<file path="src/rtl/sync_fifo_param.sv">
// Single-clock FIFO with occupancy count, programmable almost flags, sticky
// error flags, synchronous flush and optional first-word-fall-through output.
module sync_fifo_param #(
    parameter int DATA_W    = 8,
    parameter int DEPTH     = 8,
    parameter int AF_THRESH = DEPTH - 1,
    parameter int AE_THRESH = 1,
    parameter int FWFT      = 0
) (
    input  logic                       clk,
    input  logic                       rstn,
    input  logic                       flush,
    input  logic                       wr_en,
    input  logic [DATA_W-1:0]          data_in,
    input  logic                       rd_en,
    output logic [DATA_W-1:0]          data_out,
    output logic                       full,
    output logic                       empty,
    output logic                       almost_full,
    output logic                       almost_empty,
    output logic [$clog2(DEPTH):0]     count,
    output logic                       overflow,
    output logic                       underflow
);
    localparam int AW = $clog2(DEPTH);
    localparam int CW = AW + 1;

    logic [DATA_W-1:0] mem_q [DEPTH];
    logic [AW-1:0]     wr_ptr_q, wr_ptr_d;
    logic [AW-1:0]     rd_ptr_q, rd_ptr_d;
    logic [CW-1:0]     cnt_q, cnt_d;
    logic [DATA_W-1:0] dout_q, dout_d;
    logic              ovf_q, ovf_d;
    logic              unf_q, unf_d;
    logic              rd_acc, wr_acc;

    assign full         = (cnt_q == CW'(DEPTH));
    assign empty        = (cnt_q == '0);
    assign almost_full  = (cnt_q >= CW'(AF_THRESH));
    assign almost_empty = (cnt_q <= CW'(AE_THRESH));
    assign count        = cnt_q;
    assign overflow     = ovf_q;
    assign underflow    = unf_q;

    // A read on a full FIFO frees the slot the concurrent write lands in.
    assign rd_acc = rd_en && !empty;
    assign wr_acc = wr_en && (!full || rd_acc);

    always_comb begin
        wr_ptr_d = wr_ptr_q;
        rd_ptr_d = rd_ptr_q;
        cnt_d    = cnt_q;
        dout_d   = dout_q;
        ovf_d    = ovf_q;
        unf_d    = unf_q;
        if (flush) begin
            wr_ptr_d = '0;
            rd_ptr_d = '0;
            cnt_d    = '0;
            dout_d   = '0;
            ovf_d    = 1'b0;
            unf_d    = 1'b0;
        end else begin
            if (wr_acc) wr_ptr_d = wr_ptr_q + AW'(1);
            if (rd_acc) rd_ptr_d = rd_ptr_q + AW'(1);
            if (wr_acc && !rd_acc) cnt_d = cnt_q + CW'(1);
            else if (rd_acc && !wr_acc) cnt_d = cnt_q - CW'(1);
            if (FWFT == 0 && rd_acc) dout_d = mem_q[rd_ptr_q];
            if (wr_en && !wr_acc) ovf_d = 1'b1;
            if (rd_en && empty) unf_d = 1'b1;
        end
    end

    always_ff @(posedge clk or negedge rstn) begin
        if (!rstn) begin
            wr_ptr_q <= '0;
            rd_ptr_q <= '0;
            cnt_q    <= '0;
            dout_q   <= '0;
            ovf_q    <= 1'b0;
            unf_q    <= 1'b0;
        end else begin
            wr_ptr_q <= wr_ptr_d;
            rd_ptr_q <= rd_ptr_d;
            cnt_q    <= cnt_d;
            dout_q   <= dout_d;
            ovf_q    <= ovf_d;
            unf_q    <= unf_d;
        end
    end

    // Storage is deliberately left out of reset.
    always_ff @(posedge clk) begin
        if (!flush && wr_acc) mem_q[wr_ptr_q] <= data_in;
    end

    generate
        if (FWFT != 0) begin : g_fwft
            assign data_out = empty ? dout_q : mem_q[rd_ptr_q];
        end else begin : g_std
            assign data_out = dout_q;
        end
    endgenerate

endmodule

</file>
<file path="config.mk">
export PLATFORM = sky130hd
export DESIGN_NAME = sync_fifo_param
export DESIGN_NICKNAME = d
export VERILOG_FILES = /design/src/rtl/sync_fifo_param.sv
export SDC_FILE = /design/constraint.sdc
export NUM_CORES = 1
export LEC_CHECK = 0
export ABC_AREA = 1
export CAP_MARGIN = 40
export CORE_ASPECT_RATIO = 1.1
export CORE_MARGIN = 10
export CORE_UTILIZATION = 52
export DETAILED_ROUTE_END_ITERATION = 6
export PLACE_DENSITY = 0.76
export SYNTH_ARGS = -nofsm -noshare
export SYNTH_HDL_FRONTEND = slang
export SYNTH_SLANG_ARGS = --single-unit
export TNS_END_PERCENT = 10
</file>
<file path="constraint.sdc">
create_clock -name clk -period 2.16 [get_ports clk]
set_clock_uncertainty 0.2 [all_clocks]
set_input_delay 0.216 -clock clk [delete_from_list [all_inputs] [get_ports clk]]
set_output_delay 0.216 -clock clk [all_outputs]
set_load 0.01 [all_outputs]
</file>
**After elaboration in Yosys (flattened, before gate mapping)**

Memory sizes are Yosys's and may differ from the RTL's.
Index checks and enable logic that the tools add are counted.

- $lt $le $gt $ge: 2
- Muxes and demuxes: 15
- Add/sub/neg operators: 4
- Equal/unequal tests: 1
- Reduce and logical (&&, ||, !) cells: 19

Operators with widths:

| kind | count |
|---|---|
| $mux W8 | 2 |
| $mux W3 | 4 |
| $mux W4 | 3 |
| $reduce_bool A2 Y1 | 4 |
| $logic_and A1 B1 Y1 | 7 |
| $add A3 B1 Y3 const B | 2 |
| $mux W1 | 6 |
| $logic_not A1 Y1 | 5 |
| $add A4 B1 Y4 const B | 1 |
| $eq A4 B4 Y1 const B | 1 |
| $ge A4 B3 Y1 const B | 1 |
| $le A4 B1 Y1 const B | 1 |
| $logic_not A4 Y1 | 1 |
| $sub A4 B1 Y4 const B | 1 |
| $reduce_bool A3 Y1 | 1 |
| $logic_or A1 B1 Y1 | 1 |

- Register bits after elaboration: 20
- Logic and storage cells: 48
- Memories kept: 1
- Input port bits: 13
- Output and inout port bits: 18
- Bits in writable memories: 64

Memory list:

| memory | depth | width | rd ports | clocked after Yosys merged registers in | wr ports | RTL line | RTL |
|---|---|---|---|---|---|---|---|
| mem_q | 8 | 8 | 1 | 0 | 1 | 28 | `logic [DATA_W-1:0] mem_q [DEPTH];` |

**Logic depth before layout (Yosys ltp)**

- Depth after elaboration: 10
- Depth in mapped cells: 10
- Gate-level depth less buffers: 9

**Least setup slack after synthesis**

No wires, ideal clock.

- Path kind: register to register
- Start point: reg cnt_q[0], in the netlist count[0]
- End point: mem mem_q[1][0], enable pin
- Period minus slack after synthesis: 2.358 ns
- Arrival: 1.788 ns
- Cell stages (with the launch flop): 10
- Setup slack: -0.198 ns
- Path buffers: 0
- Required time: 1.590 ns
- Library setup time: 0.370 ns
- Cells stage by stage: dfrtp_1 -> inv_1 -> ha_1 -> nand3_4 -> nor2_4 -> nor2_4 -> inv_2 -> nor2_4 -> nand2_2 -> nor2_1

- Cells in the longest elaborated chain, start to end: 8
- Elaborated cells between the ends (all ways): 10
- Classes of those cells: eq/ne: 1; mux: 2; reduce/logical: 7

Ends and longest elaborated chain:

| element | RTL line | RTL |
|---|---|---|
| start: declaration | 31 | `logic [CW-1:0] cnt_q, cnt_d;` |
| start signal: assignment | 85 | `cnt_q <= cnt_d;` |
| $logic_not A4 Y1 | 38 | `assign empty = (cnt_q == '0);` |
| $logic_not A1 Y1 | 46 | `assign rd_acc = rd_en && !empty;` |
| $logic_and A1 B1 Y1 | 46 |  |
| $logic_or A1 B1 Y1 * | 47 | `assign wr_acc = wr_en && (!full \|\| rd_acc);` |
| $logic_and A1 B1 Y1 * | 47 |  |
| $logic_and A1 B1 Y1 * | 94 | `if (!flush && wr_acc) mem_q[wr_ptr_q] <= data_in;` |
| $mux W1 * | 94 |  |
| $mux W1 (not written as such) * | 94 |  |
| end: declaration | 28 |  |

Mark *: on every way between the ends. The rest lies on a longest branch, timed or not.

**Final worst setup path**

- Start point: reg cnt_q[0], in the netlist count[0]
- End point: mem mem_q[3][5], enable pin

The elaborated chain is that of the path after synthesis.

==> impl_results.rst <==
.. list-table::
   :header-rows: 1

   * - Metric
     - Value
   * - Type of element launching the critical path
     - flop
   * - Fraction of the core area covered by cells at the end of the flow
     - 64.2%
   * - Run status
     - finished clean
   * - Area of the die
     - 10800 µm²
   * - Highest achievable clock rate
     - 487 MHz
   * - Type of element capturing the critical path
     - flop
   * - Synthesized netlist cell count
     - 332
   * - Worst vdd rail ir drop
     - 0.000661 V
   * - Final routed DRC violation total
     - 0
   * - Clock network latency to the later pin of the worst-skew pair
     - 0.35 ns
   * - Time the worst path needs with I/O delays and setup
     - 2.05 ns
   * - Type of the most critical hold path
     - in2async
   * - Root Driver
     - clkbuf_8
   * - Setup bufs post-CTS
     - 0
   * - Part of the total power dissipated in combinational logic
     - 37.0%
   * - Data arrival time of the critical path
     - 1.87 ns
   * - Cell family contributing the most delay on the critical path
     - simple AND/OR/NAND/NOR gates
   * - Core area
     - 6710 µm²
   * - Vias in the first global route
     - 2503
   * - Buffers and inverters on the worst path
     - 2
   * - Sequential power share
     - 41.8%
   * - Detailed-route via count
     - 2476
   * - Die Ht
     - 108 µm
   * - Routability congestion estimate from global placement
     - 0.848
   * - Post-synthesis net count
     - 351
   * - Hold Buf Count CTS
     - 0
   * - Most Frequent Cell on Critical Path
     - nor2_4
   * - CTS clk-pin slew, worst paths
     - 0.09 ns
   * - 1st-pass router iterations
     - 4
   * - Initial antenna violation count
     - 0
   * - Total Negative Setup Slacks
     - 0 ns
   * - ANT cells
     - 0
   * - Largest net degree at the start of global routing
     - 34
   * - Gr usage total
     - 15.8%
   * - Clock Tree Buf Depth
     - 2
   * - Critical path data required time
     - 1.97 ns
   * - Share of cells above drive strength 1
     - 14.4%
   * - Initial core utilization
     - 54.3%
   * - Number of warnings printed during yosys synthesis
     - 0
   * - Sum of overflow across all layers after global routing
     - 0
   * - Worst setup path category
     - reg2reg
   * - Max-capacitance violation count
     - 0
   * - Cts repair resizes
     - 7
   * - Delay contributed by the slowest stage of the critical path
     - 0.37 ns
   * - Port buffer count
     - 30
   * - Area of the mapped netlist
     - 3650 µm²
   * - Cell count after placement
     - 447
   * - Period utilization
     - 95.1%
   * - Areal power density over the cells
     - 1090 nW/µm²
   * - Int Pwr
     - 2.99 mW
   * - Unrepaired setup endpoints after global routing
     - false
   * - Hold Violations, Final
     - 0
   * - Power, Total
     - 4.69 mW
   * - Worst rel slew slack
     - 60.3%
   * - Iteration-0 DRC count of the detailed router
     - 215
   * - Ports placed on the boundary
     - 31
   * - Wire length of the first global-routing pass
     - 13200 µm
   * - Number of distinct library cells after synthesis
     - 24
   * - Worst Max-Slew Pin Slew
     - 0.595 ns
   * - Number of clock sinks seen by CTS
     - 84
   * - Pleak
     - 1.68 nW
   * - Proportion of total power due to net switching
     - 36.4%
   * - Layout area overhead
     - 18.2%
   * - Vias per cell
     - 5.35
   * - Cell chain of the critical path
     - inv_2, ha_4, nand3_4, nor2_4, nor2_4, inv_2, nor2_4, nand2_2, nor2_2
   * - Post-layout nets
     - 395
   * - Critical path's slowest cell
     - dfrtp_1
   * - Standard-cell row count
     - 31
   * - Number of H-tree levels
     - 3
   * - Post-detailed-placement half-perimeter wirelength
     - 5840 µm
   * - Yosys reg bits
     - 84
   * - Die X
     - 99.8 µm
   * - Share of total power in the clock network
     - 21.2%
   * - Share of synthesized area occupied by flip-flops and latches
     - 66.4%
   * - Number of nets still failing antenna checks after routing
     - 0
   * - Drt wl/cell
     - 17.8 µm
   * - Number of clock buffers inserted by TritonCTS
     - 9
   * - Detailed-route wire length
     - 8240 µm
   * - CTS tree
     - done
   * - Post-layout instance count excluding filler cells
     - 463
   * - Maximum fanout encountered on the critical timing path
     - 8
   * - Final Max Tran Viols
     - 0
   * - Setup-failing EPs final
     - 0
   * - Syn_area_per_cell
     - 11.0 µm²
   * - Net switching power figure
     - 1.71 mW
==> power by group through the flow <==
stage	combinational (mW)	clock, mW	sequential (mW)
after floorplan	0.969	0	2.06
after global placement	1.72	0	1.99
after detailed placement	1.74	0	2.00
after CTS	1.74	1.02	1.96
after global routing	1.93	1.09	1.98
final	1.74	0.996	1.96
==> final cells by class <==
| cell class | count | area, µm² |
|---|---|---|
| clock inverters | 7 | 51.3 |
| multi-input cells | 216 | 1120 |
| flip-flops and latches | 84 | 2420 |
| fillers | 531 | 2400 |
| clock buffers | 9 | 124 |
| inverters | 21 | 78.8 |
| repair buffers | 44 | 404 |
| well taps | 82 | 103 |
==> flip-flops by register name, summed over array words and instances (netlist names) <==
signal     count
wr_ptr_q       3
underflow      1
mem_q         64
overflow       1
data_out       8
count          4
rd_ptr_q       3
==> layout by cell type, fill, tap and decap left out, types with 4 or more instances in the layout <==
master,netlist,routed
inv_1,17,15
a21oi_1,4,4
o21ai_0,35,35
edfxtp_1,64,64
nor2_4,5,6
o211ai_1,8,8
clkdlybuf4s50_1,0,26
inv_2,2,4
ha_1,6,5
nand3_1,23,23
clkbuf_8,0,9
nor2_2,0,7
dfrtp_1,20,20
nor2_1,65,57
nand2_1,55,55
buf_4,0,14
==> synth_stat cells (all sizes together) <==
master / instances / area, µm²
nand4: 2 / 12.5
edfxtp: 64 / 1920
nand2: 59 / 241
clkbuf: 3 / 11.3
nor2: 70 / 300
a21oi: 6 / 37.5
inv: 19 / 71.3
buf: 8 / 46.3
dfrtp: 20 / 500
xor2: 2 / 17.5
nand3: 25 / 150
clkinv: 2 / 7.51
o21a: 1 / 7.51
ha: 6 / 75.1
o21ai: 37 / 185
o211ai: 8 / 60.1
==> final timing paths <==
check | start | to | slack, ns | depth (start not counted)
min | rstn | data_out[7]$_DFFE_PN0P_ | 0.01 | 2
max | count[0]$_DFFE_PN0P_ | mem_q[3][5]$_DFFE_PP_ | 0.11 | 9
max in group asynchronous | rstn | count[0]$_DFFE_PN0P_ | 1.53 | 2
min reg2reg | data_out[4]$_DFFE_PN0P_ | data_out[4]$_DFFE_PN0P_ | 0.29 | 2
min in group clk | data_out[4]$_DFFE_PN0P_ | data_out[4]$_DFFE_PN0P_ | 0.29 | 2
max reg2reg | count[0]$_DFFE_PN0P_ | mem_q[3][5]$_DFFE_PP_ | 0.11 | 9
==> through the flow <==
stage                     hold slack [ns]  worst slack [ns]  cell area (µm²)
final                              0.0116             0.106             4310
after global routing               0.0165           0.00320             4310
after CTS                         0.00416           0.00835             4300
after detailed placement            0.272            0.0235             4120
after global placement              0.262            0.0511             4120
after floorplan                    -0.280           -0.0739             3670
==> cells by family (layout without fill, tap and decap cells) <==
| kind of cell | after synthesis | in the layout | synth area share (%) |
|---|---|---|---|
| xor gates and xnor gates | 2 | 2 | 0.481 |
| buffers and inverters | 32 | 81 | 3.74 |
| and+or+nand+nor | 156 | 156 | 19.3 |
| AOI/OAI and AO/OA | 52 | 52 | 7.96 |
| DFF | 84 | 84 | 66.4 |
| adders and majority gates | 6 | 6 | 2.06 |
==> per-layer routing <==
| metal | vias up | share of wire, % | GRT usage (%) |
|---|---|---|---|
| met5 | - | 0 | 0 |
| li1 | 1215 | - | - |
| met1 | 1177 | 44 | 20.6 |
| met4 | 0 | 0.95 | 4.30 |
| met3 | 8 | 5.9 | 3.79 |
| met2 | 76 | 49 | 25.6 |
Power figures use the tool's default switching activity.
